`src/rtl/crane_mem_pkg.sv`:
```
// crane_mem_pkg: shared memory-port widths, channel limit and request record for the arbiter and its peers.
package crane_mem_pkg;
    localparam int MEM_ADDR_W = 32;
    localparam int MEM_DATA_W = 32;
    localparam int MEM_MAX_CH = 8;
    typedef struct packed {
        logic                      we;
        logic [MEM_ADDR_W-1:0]     addr;
        logic [MEM_DATA_W-1:0]     wdata;
        logic [MEM_DATA_W/8-1:0]   be;
    } mem_req_t;
endpackage

```
`src/rtl/rr_arbiter.sv`:
```
// rr_arbiter: round-robin search from an owned pointer; the pointer moves past the index that actually transferred.
module rr_arbiter #(
    parameter int NUM_CH = 2,
    parameter int IDX_W  = NUM_CH > 1 ? $clog2(NUM_CH) : 1
) (
    input  logic              clk,
    input  logic              rst_n,
    input  logic [NUM_CH-1:0] req,
    input  logic              advance,
    input  logic [IDX_W-1:0]  last,
    output logic [NUM_CH-1:0] grant,
    output logic [IDX_W-1:0]  idx
);
    logic [IDX_W-1:0] ptr;
    logic [IDX_W-1:0] c;
    logic             found;

    always_comb begin
        grant = '0;
        idx   = '0;
        found = 1'b0;
        c     = '0;
        for (int i = 0; i < NUM_CH; i++) begin
            c = IDX_W'((int'(ptr) + i) % NUM_CH);
            if (!found && req[c]) begin
                found    = 1'b1;
                grant[c] = 1'b1;
                idx      = c;
            end
        end
    end

    always_ff @(posedge clk or negedge rst_n)
        if (!rst_n)
            ptr <= '0;
        else if (advance)
            ptr <= (last == IDX_W'(NUM_CH - 1)) ? '0 : last + 1'b1;
endmodule

```
`src/rtl/mem_arbiter.sv`:
```
// mem_arbiter: N-channel round-robin arbiter onto one SRAM port, routing read data back via a RD_LAT-deep tag pipe.
// Define MEM_ARB_LOCK_EN to let a channel keep the port across beats with req_lock.
module mem_arbiter
    import crane_mem_pkg::*;
#(
    parameter int NUM_CH = 2,
    parameter int ADDR_W = MEM_ADDR_W,
    parameter int DATA_W = MEM_DATA_W,
    parameter int RD_LAT = 1
) (
    input  logic                     clk,
    input  logic                     rst_n,
    input  logic [NUM_CH-1:0]        req_valid,
    output logic [NUM_CH-1:0]        req_ready,
    input  logic [NUM_CH-1:0]        req_we,
    input  logic [NUM_CH*ADDR_W-1:0] req_addr,
    input  logic [NUM_CH*DATA_W-1:0] req_wdata,
    input  logic [NUM_CH*DATA_W/8-1:0] req_be,
    input  logic [NUM_CH-1:0]        req_lock,
    output logic [NUM_CH-1:0]        rsp_valid,
    output logic [DATA_W-1:0]        rsp_rdata,
    output logic                     mem_en,
    output logic                     mem_we,
    output logic [DATA_W/8-1:0]      mem_be,
    output logic [ADDR_W-1:0]        mem_addr,
    output logic [DATA_W-1:0]        mem_wdata,
    input  logic                     mem_ready,
    input  logic [DATA_W-1:0]        mem_rdata
);
    localparam int BE_W  = DATA_W / 8;
    localparam int IDX_W = NUM_CH > 1 ? $clog2(NUM_CH) : 1;

    logic [NUM_CH-1:0] rr_grant, grant;
    logic [IDX_W-1:0]  rr_idx, gidx;
    logic              xfer;
    logic              tag_v  [RD_LAT];
    logic [IDX_W-1:0]  tag_id [RD_LAT];

    rr_arbiter #(.NUM_CH(NUM_CH), .IDX_W(IDX_W)) u_rr (
        .clk     (clk),
        .rst_n   (rst_n),
        .req     (req_valid),
        .advance (xfer),
        .last    (gidx),
        .grant   (rr_grant),
        .idx     (rr_idx)
    );

`ifdef MEM_ARB_LOCK_EN
    // Lock is captured with each transfer and only honoured while its owner keeps requesting.
    logic             lock_act;
    logic [IDX_W-1:0] lock_ch;
    logic             hold;
    assign hold  = lock_act && req_valid[lock_ch];
    assign grant = !mem_ready ? '0 : hold ? NUM_CH'(1) << lock_ch : rr_grant;
    assign gidx  = hold ? lock_ch : rr_idx;
    always_ff @(posedge clk or negedge rst_n)
        if (!rst_n) begin
            lock_act <= 1'b0;
            lock_ch  <= '0;
        end else if (xfer) begin
            lock_act <= req_lock[gidx];
            lock_ch  <= gidx;
        end else if (!req_valid[lock_ch]) begin
            lock_act <= 1'b0;
        end
`else
    logic unused_lock;
    assign unused_lock = ^req_lock;
    assign grant = mem_ready ? rr_grant : '0;
    assign gidx  = rr_idx;
`endif

    assign xfer      = |grant;
    assign req_ready = grant;
    assign mem_en    = xfer;
    assign mem_we    = xfer & req_we[gidx];
    assign mem_be    = req_we[gidx] ? req_be[gidx*BE_W +: BE_W] : '1;
    assign mem_addr  = req_addr[gidx*ADDR_W +: ADDR_W];
    assign mem_wdata = req_wdata[gidx*DATA_W +: DATA_W];

    always_ff @(posedge clk or negedge rst_n)
        if (!rst_n) begin
            for (int i = 0; i < RD_LAT; i++) begin
                tag_v[i]  <= 1'b0;
                tag_id[i] <= '0;
            end
            rsp_valid <= '0;
            rsp_rdata <= '0;
        end else begin
            tag_v[0]  <= xfer & ~req_we[gidx];
            tag_id[0] <= gidx;
            for (int i = 1; i < RD_LAT; i++) begin
                tag_v[i]  <= tag_v[i-1];
                tag_id[i] <= tag_id[i-1];
            end
            rsp_valid <= tag_v[RD_LAT-1] ? NUM_CH'(1) << tag_id[RD_LAT-1] : '0;
            if (tag_v[RD_LAT-1])
                rsp_rdata <= mem_rdata;
        end
endmodule

```
`config.mk`:
```
export PLATFORM = sky130hd
export DESIGN_NAME = mem_arbiter
export DESIGN_NICKNAME = d
export VERILOG_FILES = /design/src/rtl/crane_mem_pkg.sv /design/src/rtl/rr_arbiter.sv /design/src/rtl/mem_arbiter.sv
export SDC_FILE = /design/constraint.sdc
export NUM_CORES = 1
export LEC_CHECK = 0
export BUFFER_PORTS_ARGS = -buffer_cell sky130_fd_sc_hd__buf_2
export CAP_MARGIN = 0
export CORE_AREA = 2 2 110 112
export DETAILED_ROUTE_END_ITERATION = 6
export DIE_AREA = 0 0 112 114
export PLACE_DENSITY_LB_ADDON = 0.2
export SLEW_MARGIN = 25
export SYNTH_ARGS = -nofsm -noshare
export SYNTH_HDL_FRONTEND = slang
export SYNTH_HIERARCHICAL = 1
export SYNTH_SLANG_ARGS = --single-unit
```
`constraint.sdc`:
```
create_clock -name clk -period 1.3 [get_ports clk]
set_input_delay 0.065 -clock clk [delete_from_list [all_inputs] [get_ports clk]]
set_output_delay 0.065 -clock clk [all_outputs]
set_load 0.02 [all_outputs]
```
==> results of run 1 <==
==> flip-flops by register name (all words and copies together) (netlist names) <==
register   cells
u_rr/ptr       1
rsp_valid      2
tag_v          1
rsp_rdata     32
tag_id         1
==> through the flow <==
stage	hold slack [ns]	instance area, um^2	power [uW]
floorplan	-0.231	2400	3300
global placement	0.0533	4050	4300
detailed placement	0.0456	4050	4320
CTS	0.0128	4590	6030
global route	0.0153	4810	6440
finish	0.0220	4810	6110
==> routing by layer <==
metal / vias up / part of all wire (%) / track usage, %
met5: - / 0 / 0
met4: 0 / 1.2 / 2.85
met3: 11 / 8.6 / 3.77
met2: 140 / 52 / 22.9
met1: 1171 / 38 / 16.6
li1: 1205 / - / -
==> Yosys cell counts <==
library cell  instances
mux2i_1               1
nand2b_1              1
inv_1                 2
buf_2                 3
nor2b_1               1
o22a_1                4
a21boi_0              3
nand2_1               1
mux2_2               56
and2_1                3
mux2_4               40
a21oi_1               1
and3b_1               1
o21ai_0               1
dfrtp_1              37
buf_6                 8
==> cells by family after synthesis <==
group,count (synthesis)
AOI/OAI and AO/OA,9
buffers and inverters,13
DFF,37
muxes,97
and+or+nand+nor,7
==> worst max-delay path, delay by kind of cell, from the launching register on <==
family,cells,cell delay (ns)
multiplexers,1,0.34
buffers and inverters,4,0.53
AO/OA/AOI/OAI,1,0.17
flip-flops,1,0.36
==> cell type report <==
cell class                 instances  area share [%]
clock buffer                       7            2.97
clock inverter                     1           0.625
inverter                           2           0.156
multi-input combinational        113            30.4
sequential                        37            19.3
tap                              147            3.83
timing repair buffer             306            42.8
==> final timing paths <==
path,from,endpoint,cells past startpoint
min in group asynchronous,rst_n,rsp_rdata[3],2
min,mem_rdata[24],rsp_rdata[24],2
max in group asynchronous,rst_n,rsp_rdata[5],3
max,u_rr/ptr,mem_addr[2],6
min reg2reg,tag_id,rsp_valid[0],1
max reg2reg,u_rr/ptr,u_rr/ptr,9
==> power groups by stage <==
| stage | sequential (uW) | combinational, uW | clock [uW] |
|---|---|---|---|
| after floorplan | 2060 | 1240 | 0 |
| after global placement | 1640 | 2660 | 0 |
| after detailed placement | 1650 | 2660 | 0 |
| after CTS | 1630 | 2950 | 1450 |
| after global routing | 1670 | 3270 | 1500 |
| final | 1630 | 3090 | 1390 |
==> repair_timing <==
item | 4_1_cts | 5_1_grt
gates cloned | 1 | 2
hold endpoints to repair | 18 | 0
resized for setup | 92 | 45
setup endpoints to repair | 73 | 74
setup buffers | 6 | 4
pin swaps | 1 | 4
hold buffers | 1 | 0
==> impl_metrics.json, run 1 <==
{
  "netSwitchingFraction_pct": 33.7,
  "drive_gt1_share_pct": 89.7,
  "hold_viol": 0,
  "n_fill_cell": 1144,
  "start_kind": "register",
  "ant_nets": 0,
  "cts_made_buffers": 5,
  "synth_area_um2": 2390,
  "critPathKind": "reg2out",
  "cts_buffer_depth": 2,
  "synth_top_family_by_area": "multiplexers",
  "dp_cells": 593,
  "route.vias.total": 2527,
  "crit_slowest_cell": "dfrtp_1",
  "grt-ovfl-total": 0,
  "syn-num-nets": 340,
  "synth_xor_area_share_pct": 0,
  "die-area_um2": 12800,
  "place_congestion": 0.705,
  "p_seq_share_pct": 26.6,
  "io_buffer_count": 280,
  "syn_to_final_growth_pct": 101,
  "grt_max_degree": 35,
  "ios": 283,
  "muxShareOfSynthArea_pct": 51.9,
  "clockPowerShare_pct": 22.7,
  "period_needed_ns": 1.75,
  "fin_crit_sh_pct": 134,
  "die_w_um": 112,
  "ir_drop_uv": 789,
  "grt_pass1_vias": 2425,
  "multi_input_area_um2": 1460,
  "num_antenna_cells": 0,
  "path_clk_slew_ns": 0.06,
  "tightest_slew_ns": 0.472,
  "worstSkewPairLatency_ns": 0.27,
  "yosysSeqAreaShare_pct": 38.7,
  "grt_pass1_wl_um": 13200,
  "core_area_um2": 11700,
  "drc_errors": 0,
  "crit_chain": "inv_2, a21boi_4, buf_6, buf_12, mux2_2, buf_2",
  "drtIter0Drc": 62,
  "power.density_nw_per_um2": 1270,
  "relSlewSlack_pct": 68.5,
  "p_switching_uw": 2060,
  "cp_max_fo": 8,
  "yosysTopAreaCell": "dfrtp_1",
  "die_h_um": 114,
  "grtUsageTotal_pct": 13.3,
  "htree_levels": 2,
  "synth-compound-area-share_pct": 2.83,
  "place_ws_ns": -0.178,
  "critical_path_required_ns": 1.24,
  "layout.cells.non_filler": 613,
  "initial_core_util_pct": 20.4,
  "fmax_mhz": 572,
  "clock-sinks": 37,
  "outcome": "finished with violations",
  "cp-end-kind": "primary output",
  "p_int_uw": 4050,
  "yosys.cell_types.count": 16,
  "viasPerCell": 4.12,
  "synth.area.top_cells": "dfrtp_1 (39%), mux2_2 (26%), mux2_4 (25%)",
  "grt_setup_unrepaired": "true",
  "synth-simple-area-share_pct": 1.83,
  "final_cell_mix": "buf_2 (231), buf_6 (56), mux2_4 (53)",
  "antenna_found_initial": 0,
  "syn-instance-count": 163,
  "p_leak_uw": 0.00257,
  "synth_fa_ha_area_share_pct": 0,
  "setup_slack_ns": -0.447,
  "root_buffer": "clkbuf_16",
  "dr.pass1.iters": 4,
  "hpwl_um": 7790,
  "combPwrFrac_pct": 50.6,
  "finalNetCount": 642,
  "syn-mean-instance-area_um2": 14.7,
  "setup_violations": 72,
  "synth_seq_cells": 37,
  "violations": "setup timing",
  "synth_warnings": 6,
  "setup_tns_ns": -28.04,
  "fin_util_pct": 41.0,
  "drv_cap": 0,
  "tritoncts": "yes",
  "wl_um": 9430,
  "max_stage_delay_ns": 0.36,
  "hold_class": "in2reg",
  "finalMaxSlewViolations": 0,
  "synth_top_cell_area_share_pct": 38.7,
  "layout.cells.most_common": "buf_2",
  "wire_per_inst_um": 15.4,
  "r2r_setup_slack_ns": -0.14,
  "worst_clock_skew_ns": 0.00422,
  "regArea_um2": 926,
  "core.rowCount": 40,
  "crit_arrival_ns": 1.68
}
Power figures use the tool's default switching activity.
==> inputs of run 2 (changes only) <==
CELL_PAD_IN_SITES_DETAIL_PLACEMENT = 0   (was not set)
CELL_PAD_IN_SITES_GLOBAL_PLACEMENT = 2   (was not set)
CORE_AREA = not set   (was 2 2 110 112)
CORE_MARGIN = 1   (was not set)
CORE_UTILIZATION = 15   (was not set)
DIE_AREA = not set   (was 0 0 112 114)
clock period = 1.5 ns   (was 1.3 ns; I/O delays follow)
==> run 2 against run 1 <==
  * The run still ends with setup timing left
  * Sequential share of layout area decreased by 0.38 points
  * Critical path depth unchanged
  * Critical path type unchanged
  * Non-clock buffer count decreased by 3
  * Via count increased by 0.87%
  * Setup slack improved by 0.16 ns
  * Critical endpoint is now mem_wdata[3]
  * Worst hold slack improved by 0.0016 ns
  * Final area increased by 2.0%
  * Combinational power decreased by 12%
  * Register-to-register slack improved by 0.30 ns
==> impl_metrics.json, run 2 (synthesis gave the netlist of run 1 again) <==
{
  "place_ws_ns": -0.0113,
  "setup_violations": 69,
  "drc_errors": 0,
  "p_seq_share_pct": 27.2,
  "violations": "setup timing",
  "grt_setup_unrepaired": "true",
  "path_clk_slew_ns": 0.06,
  "outcome": "finished with violations",
  "crit_arrival_ns": 1.71,
  "dr.pass1.iters": 4,
  "grt_pass1_vias": 2385,
  "tightest_slew_ns": 0.328,
  "cts_buffer_depth": 2,
  "ir_drop_uv": 373,
  "p_leak_uw": 0.00258,
  "die_h_um": 128,
  "wl_um": 10200,
  "viasPerCell": 3.79,
  "largest_reg_flops": 32,
  "timing.rr.start": "u_rr/ptr",
  "wire_per_inst_um": 15.1,
  "clockPowerShare_pct": 19.9,
  "grtUsageTotal_pct": 10.8,
  "cp_max_fo": 7,
  "grt_max_degree": 38,
  "core.rowCount": 45,
  "worstSkewPairLatency_ns": 0.28,
  "drtIter0Drc": 19,
  "ios": 283,
  "critical_path_required_ns": 1.42,
  "io_buffer_count": 280,
  "layout.cells.most_common": "buf_2",
  "syn_to_final_growth_pct": 105,
  "finalMaxSlewViolations": 0,
  "max_stage_delay_ns": 0.35,
  "finalNetCount": 639,
  "regMostFlops": "rsp_rdata",
  "hold_class": "in2reg",
  "crit_chain": "inv_2, a21boi_4, buf_12, buf_4, mux2_4, buf_2",
  "cts_made_buffers": 5,
  "fmax_mhz": 560,
  "drv_cap": 0,
  "setup_slack_ns": -0.286,
  "grt-ovfl-total": 0,
  "endpoint": "mem_wdata[3]",
  "startpoint": "u_rr/ptr",
  "num_antenna_cells": 0,
  "route.vias.total": 2549,
  "initial_core_util_pct": 15.6,
  "r2r_setup_slack_ns": 0.16,
  "tritoncts": "yes",
  "htree_levels": 2,
  "cp-end-kind": "primary output",
  "largest_registers": "rsp_rdata: 32 flops, rsp_valid: 2 flops",
  "final_cell_mix": "buf_2 (221), buf_6 (58), mux2_4 (57)",
  "dp_cells": 656,
  "crit_buf_inv": 4,
  "power.density_nw_per_um2": 1050,
  "ant_nets": 0,
  "fin_crit_sh_pct": 119,
  "clock-sinks": 37,
  "grt_pass1_wl_um": 13200,
  "n_fill_cell": 1604,
  "critPathKind": "reg2out",
  "die-area_um2": 16400,
  "die_w_um": 128,
  "p_switching_uw": 1810,
  "place_congestion": 0.730,
  "core_area_um2": 15400,
  "hpwl_um": 8290,
  "combPwrFrac_pct": 52.8,
  "crit_family": "buffers and inverters",
  "netSwitchingFraction_pct": 34.9,
  "drive_gt1_share_pct": 89.4,
  "path_depth": 6,
  "root_buffer": "clkbuf_16",
  "p_int_uw": 3370,
  "layout.cells.non_filler": 673,
  "relSlewSlack_pct": 78.0,
  "antenna_found_initial": 0,
  "period_needed_ns": 1.79,
  "r2r-end": "u_rr/ptr",
  "worst_clock_skew_ns": 0.0103,
  "min_path_cells": 2,
  "reg2regPathDepth": 8,
  "start_kind": "register",
  "crit_slowest_cell": "dfrtp_1",
  "hold_viol": 0
}
## run 2: cell count changes in the layout (fill, tap and decap cells not counted), moves of 2 or more
cell	change
buf_2	-10
mux2_4	+4
buf_6	+2
buf_4	+3
clkbuf_16	+2
mux2_2	-4
## run 2: how the worst min path moves through the flow
stage                               end     startpoint
after CTS                 rsp_rdata[15]  mem_rdata[15]
after floorplan            rsp_rdata[0]          rst_n
after detailed placement   rsp_rdata[2]          rst_n
after global routing      rsp_rdata[15]  mem_rdata[15]
final                     rsp_rdata[15]  mem_rdata[15]
after global placement    rsp_rdata[10]          rst_n
## run 2: layer usage
metal	GRT usage, %	wire length [um]	up-vias
li1	-	-	1193
met1	12.2	3760	1211
met2	19.7	5430	136
met3	3.55	864	9
met4	2.63	101	0
met5	0	0	-
## run 2: area by class of cell
type	count	area, um^2	area share [%]
sequential	37	926	18.9
timing repair buffer	303	2110	43.0
tap	211	264	5.38
clock buffer	7	143	2.91
inverter	2	7.51	0.153
multi-input combinational	113	1460	29.7
## run 2: power by group through the flow
| stage | Combinational, uW | Sequential, uW | Clock [uW] |
|---|---|---|---|
| 2_1_floorplan | 1070 | 1780 | 0 |
| 3_3_place_gp | 2350 | 1420 | 0 |
| 3_5_place_dp | 2340 | 1430 | 0 |
| 4_1_cts | 2480 | 1410 | 1080 |
| 5_1_grt | 2890 | 1450 | 1120 |
| 6_report | 2730 | 1410 | 1030 |
## run 2: repair_timing
action	CTS	global route
cloned	0	5
endpoints found under the setup margin	70	72
pin swaps	1	6
hold endpoints to repair	37	0
buffers inserted	3	1
hold buffers	1	0
gates resized for setup	54	92
## run 2: through the flow
step / TNS (ns) / power (uW) / util (%) / cell area, um^2 / hold WS [ns]
after global routing: -21.81 / 5470 / 31.9 / 4900 / 0.0207
after CTS: -16.52 / 4970 / 29.2 / 4480 / 0.0202
final: -16.90 / 5170 / 31.9 / 4900 / 0.0236
after floorplan: 0 / 2860 / - / 2390 / -0.221
after detailed placement: -0.0304 / 3770 / 27.0 / 4150 / 0.0609
after global placement: -0.00689 / 3770 / 27.0 / 4150 / 0.0612
==> inputs of run 3 (changes only) <==
TNS_END_PERCENT = 50   (was not set)
==> run 3 against run 2 <==
  * The run still ends with setup timing left
  * Global-route usage barely moved
  * Die area did not move
  * Count of clock-buffer cells in the layout did not move
  * Cell count fell by 0.30%
  * Largest cell class unchanged
  * Register-to-register slack improved by 0.05 ns
==> impl_metrics.json, run 3 (synthesis gave the netlist of run 1 again) <==
{
  "largest_reg_flops": 32,
  "cpMostUsedCell": "clkbuf_16",
  "regMostFlops": "rsp_rdata",
  "max_stage_delay_ns": 0.35,
  "worstHoldStart": "mem_rdata[15]",
  "grtUsageTotal_pct": 10.8,
  "io_buffer_count": 280,
  "cp-end-kind": "primary output",
  "grt_pass1_wl_um": 13100,
  "dr.pass1.iters": 4,
  "die_w_um": 128,
  "largest_registers": "rsp_rdata: 32 flops, rsp_valid: 2 flops",
  "critPathKind": "reg2out",
  "relSlewSlack_pct": 77.9,
  "p_leak_uw": 0.00252,
  "drv_cap": 0,
  "grt_setup_unrepaired": "true",
  "initial_core_util_pct": 15.6,
  "ir_drop_uv": 372,
  "outcome": "finished with violations",
  "period_needed_ns": 1.80,
  "core.rowCount": 45,
  "antenna_found_initial": 0,
  "clock-sinks": 37,
  "root_buffer": "clkbuf_16",
  "cts_buffer_depth": 2,
  "layout.cells.most_common": "buf_2",
  "violations": "setup timing",
  "min_path_cells": 2,
  "clockPowerShare_pct": 20.3,
  "p_int_uw": 3300,
  "cp_max_fo": 8,
  "finalNetCount": 637,
  "viasPerCell": 3.78,
  "drtIter0Drc": 18,
  "wire_per_inst_um": 15.0,
  "crit_slowest_cell": "dfrtp_1",
  "worst_clock_skew_ns": 0.00973,
  "hpwl_um": 8290,
  "finalMaxSlewViolations": 0,
  "critical_path_required_ns": 1.42,
  "crit_arrival_ns": 1.72,
  "final_cell_mix": "buf_2 (232), mux2_4 (50), mux2_2 (46)",
  "grt-ovfl-total": 0,
  "ant_nets": 0,
  "ios": 283,
  "design_area_um2": 4780,
  "p_switching_uw": 1780,
  "fmax_mhz": 557,
  "hold_class": "in2reg",
  "hold_viol": 0,
  "dp_cells": 656,
  "place_congestion": 0.730,
  "core_area_um2": 15400,
  "die_h_um": 128,
  "combPwrFrac_pct": 52.0,
  "holdPathEnd": "rsp_rdata[15]",
  "power.density_nw_per_um2": 1060,
  "cts_made_buffers": 5,
  "layout.cells.non_filler": 671,
  "start_kind": "register",
  "reg2regPathDepth": 6,
  "grt_max_degree": 38,
  "htree_levels": 2,
  "tritoncts": "yes",
  "tightest_slew_ns": 0.329,
  "netSwitchingFraction_pct": 35.1,
  "route.vias.total": 2535,
  "fin_util_pct": 31.1,
  "num_antenna_cells": 0,
  "wl_um": 10000,
  "setup_slack_ns": -0.295,
  "drc_errors": 0,
  "fin_crit_sh_pct": 120,
  "postPlaceCellArea_um2": 4150,
  "die-area_um2": 16400,
  "grt_pass1_vias": 2377,
  "syn_to_final_growth_pct": 99.7,
  "worstSkewPairLatency_ns": 0.28,
  "timing.rr.start": "u_rr/ptr",
  "r2r-end": "tag_v",
  "setup_violations": 69,
  "crit_chain": "inv_2, a21boi_4, clkbuf_16, clkbuf_16, mux2_4, buf_6",
  "drive_gt1_share_pct": 88.9,
  "r2r_setup_slack_ns": 0.21,
  "path_clk_slew_ns": 0.06,
  "p_seq_share_pct": 27.7
}
==> run 3: cell count changes in the layout (fill, tap and decap cells not counted) <==
cell,delta
mux2_4,-7
buf_2,+11
buf_4,+1
and2_4,-1
a21oi_1,+1
mux2_2,+7
and2_1,+1
buf_6,-14
a21oi_2,-1
==> run 3: repair_timing <==
item / 4_1_cts / 5_1_grt
hold buffers: 1 / 0
endpoints found under the hold margin: 37 / 0
endpoints found under the setup margin: 70 / 71
buffers inserted: 1 / 1
gates cloned: 0 / 5
resized for setup: 49 / 63
pin swaps: 0 / 3
==> run 3: worst max-delay path by stage <==
stage	endpoint	from	slack [ns]	depth (start not counted)
2_1_floorplan	mem_addr[10]	u_rr/ptr	0.09	5
3_3_place_gp	mem_addr[30]	u_rr/ptr	-0.004	6
3_5_place_dp	mem_wdata[0]	u_rr/ptr	-0.01	6
4_1_cts	mem_addr[29]	u_rr/ptr	-0.29	6
5_1_grt	mem_wdata[0]	u_rr/ptr	-0.36	6
6_report	mem_addr[30]	u_rr/ptr	-0.30	6
==> run 3: stage by stage <==
stage | setup slack, ns | total power [uW] | hold slack (ns) | setup TNS [ns]
6_report | -0.295 | 5080 | 0.0242 | -17.71
5_1_grt | -0.355 | 5380 | 0.0207 | -22.12
4_1_cts | -0.287 | 4940 | 0.0202 | -16.83
3_5_place_dp | -0.0113 | 3770 | 0.0609 | -0.0304
3_3_place_gp | -0.00378 | 3770 | 0.0612 | -0.00689
2_1_floorplan | 0.0930 | 2860 | -0.221 | 0
==> run 3: worst max-delay path, delay by kind of cell, from the launching register on <==
| family | cells | cell delay (ns) |
|---|---|---|
| buffers and inverters | 4 | 0.56 |
| DFF | 1 | 0.35 |
| muxes | 1 | 0.30 |
| AOI/OAI and AO/OA | 1 | 0.22 |
==> run 3: cell type report <==
type	instances	area (um^2)
Sequential cell	37	926
Tap cell	211	264
Clock buffer	7	143
Multi-Input combinational cell	113	1420
Inverter	2	7.51
Fill cell	1617	10600
Timing Repair Buffer	301	2010
==> run 3: per-layer routing <==
metal,part of all wire (%),GRT usage [%],wire [um],vias up
met3,8.3,3.55,833,9
met2,53,19.6,5360,136
li1,-,-,-,1190
met1,37,12.1,3750,1200
met4,1.0,2.63,101,0
met5,0,0,0,-
==> run 3: power by group through the flow <==
stage               Combinational, uW  Clock (uW)  Sequential, uW
finish                           2650        1030            1410
global route                     2800        1120            1450
CTS                              2460        1080            1410
detailed placement               2340           0            1430
global placement                 2350           0            1420
floorplan                        1070           0            1780
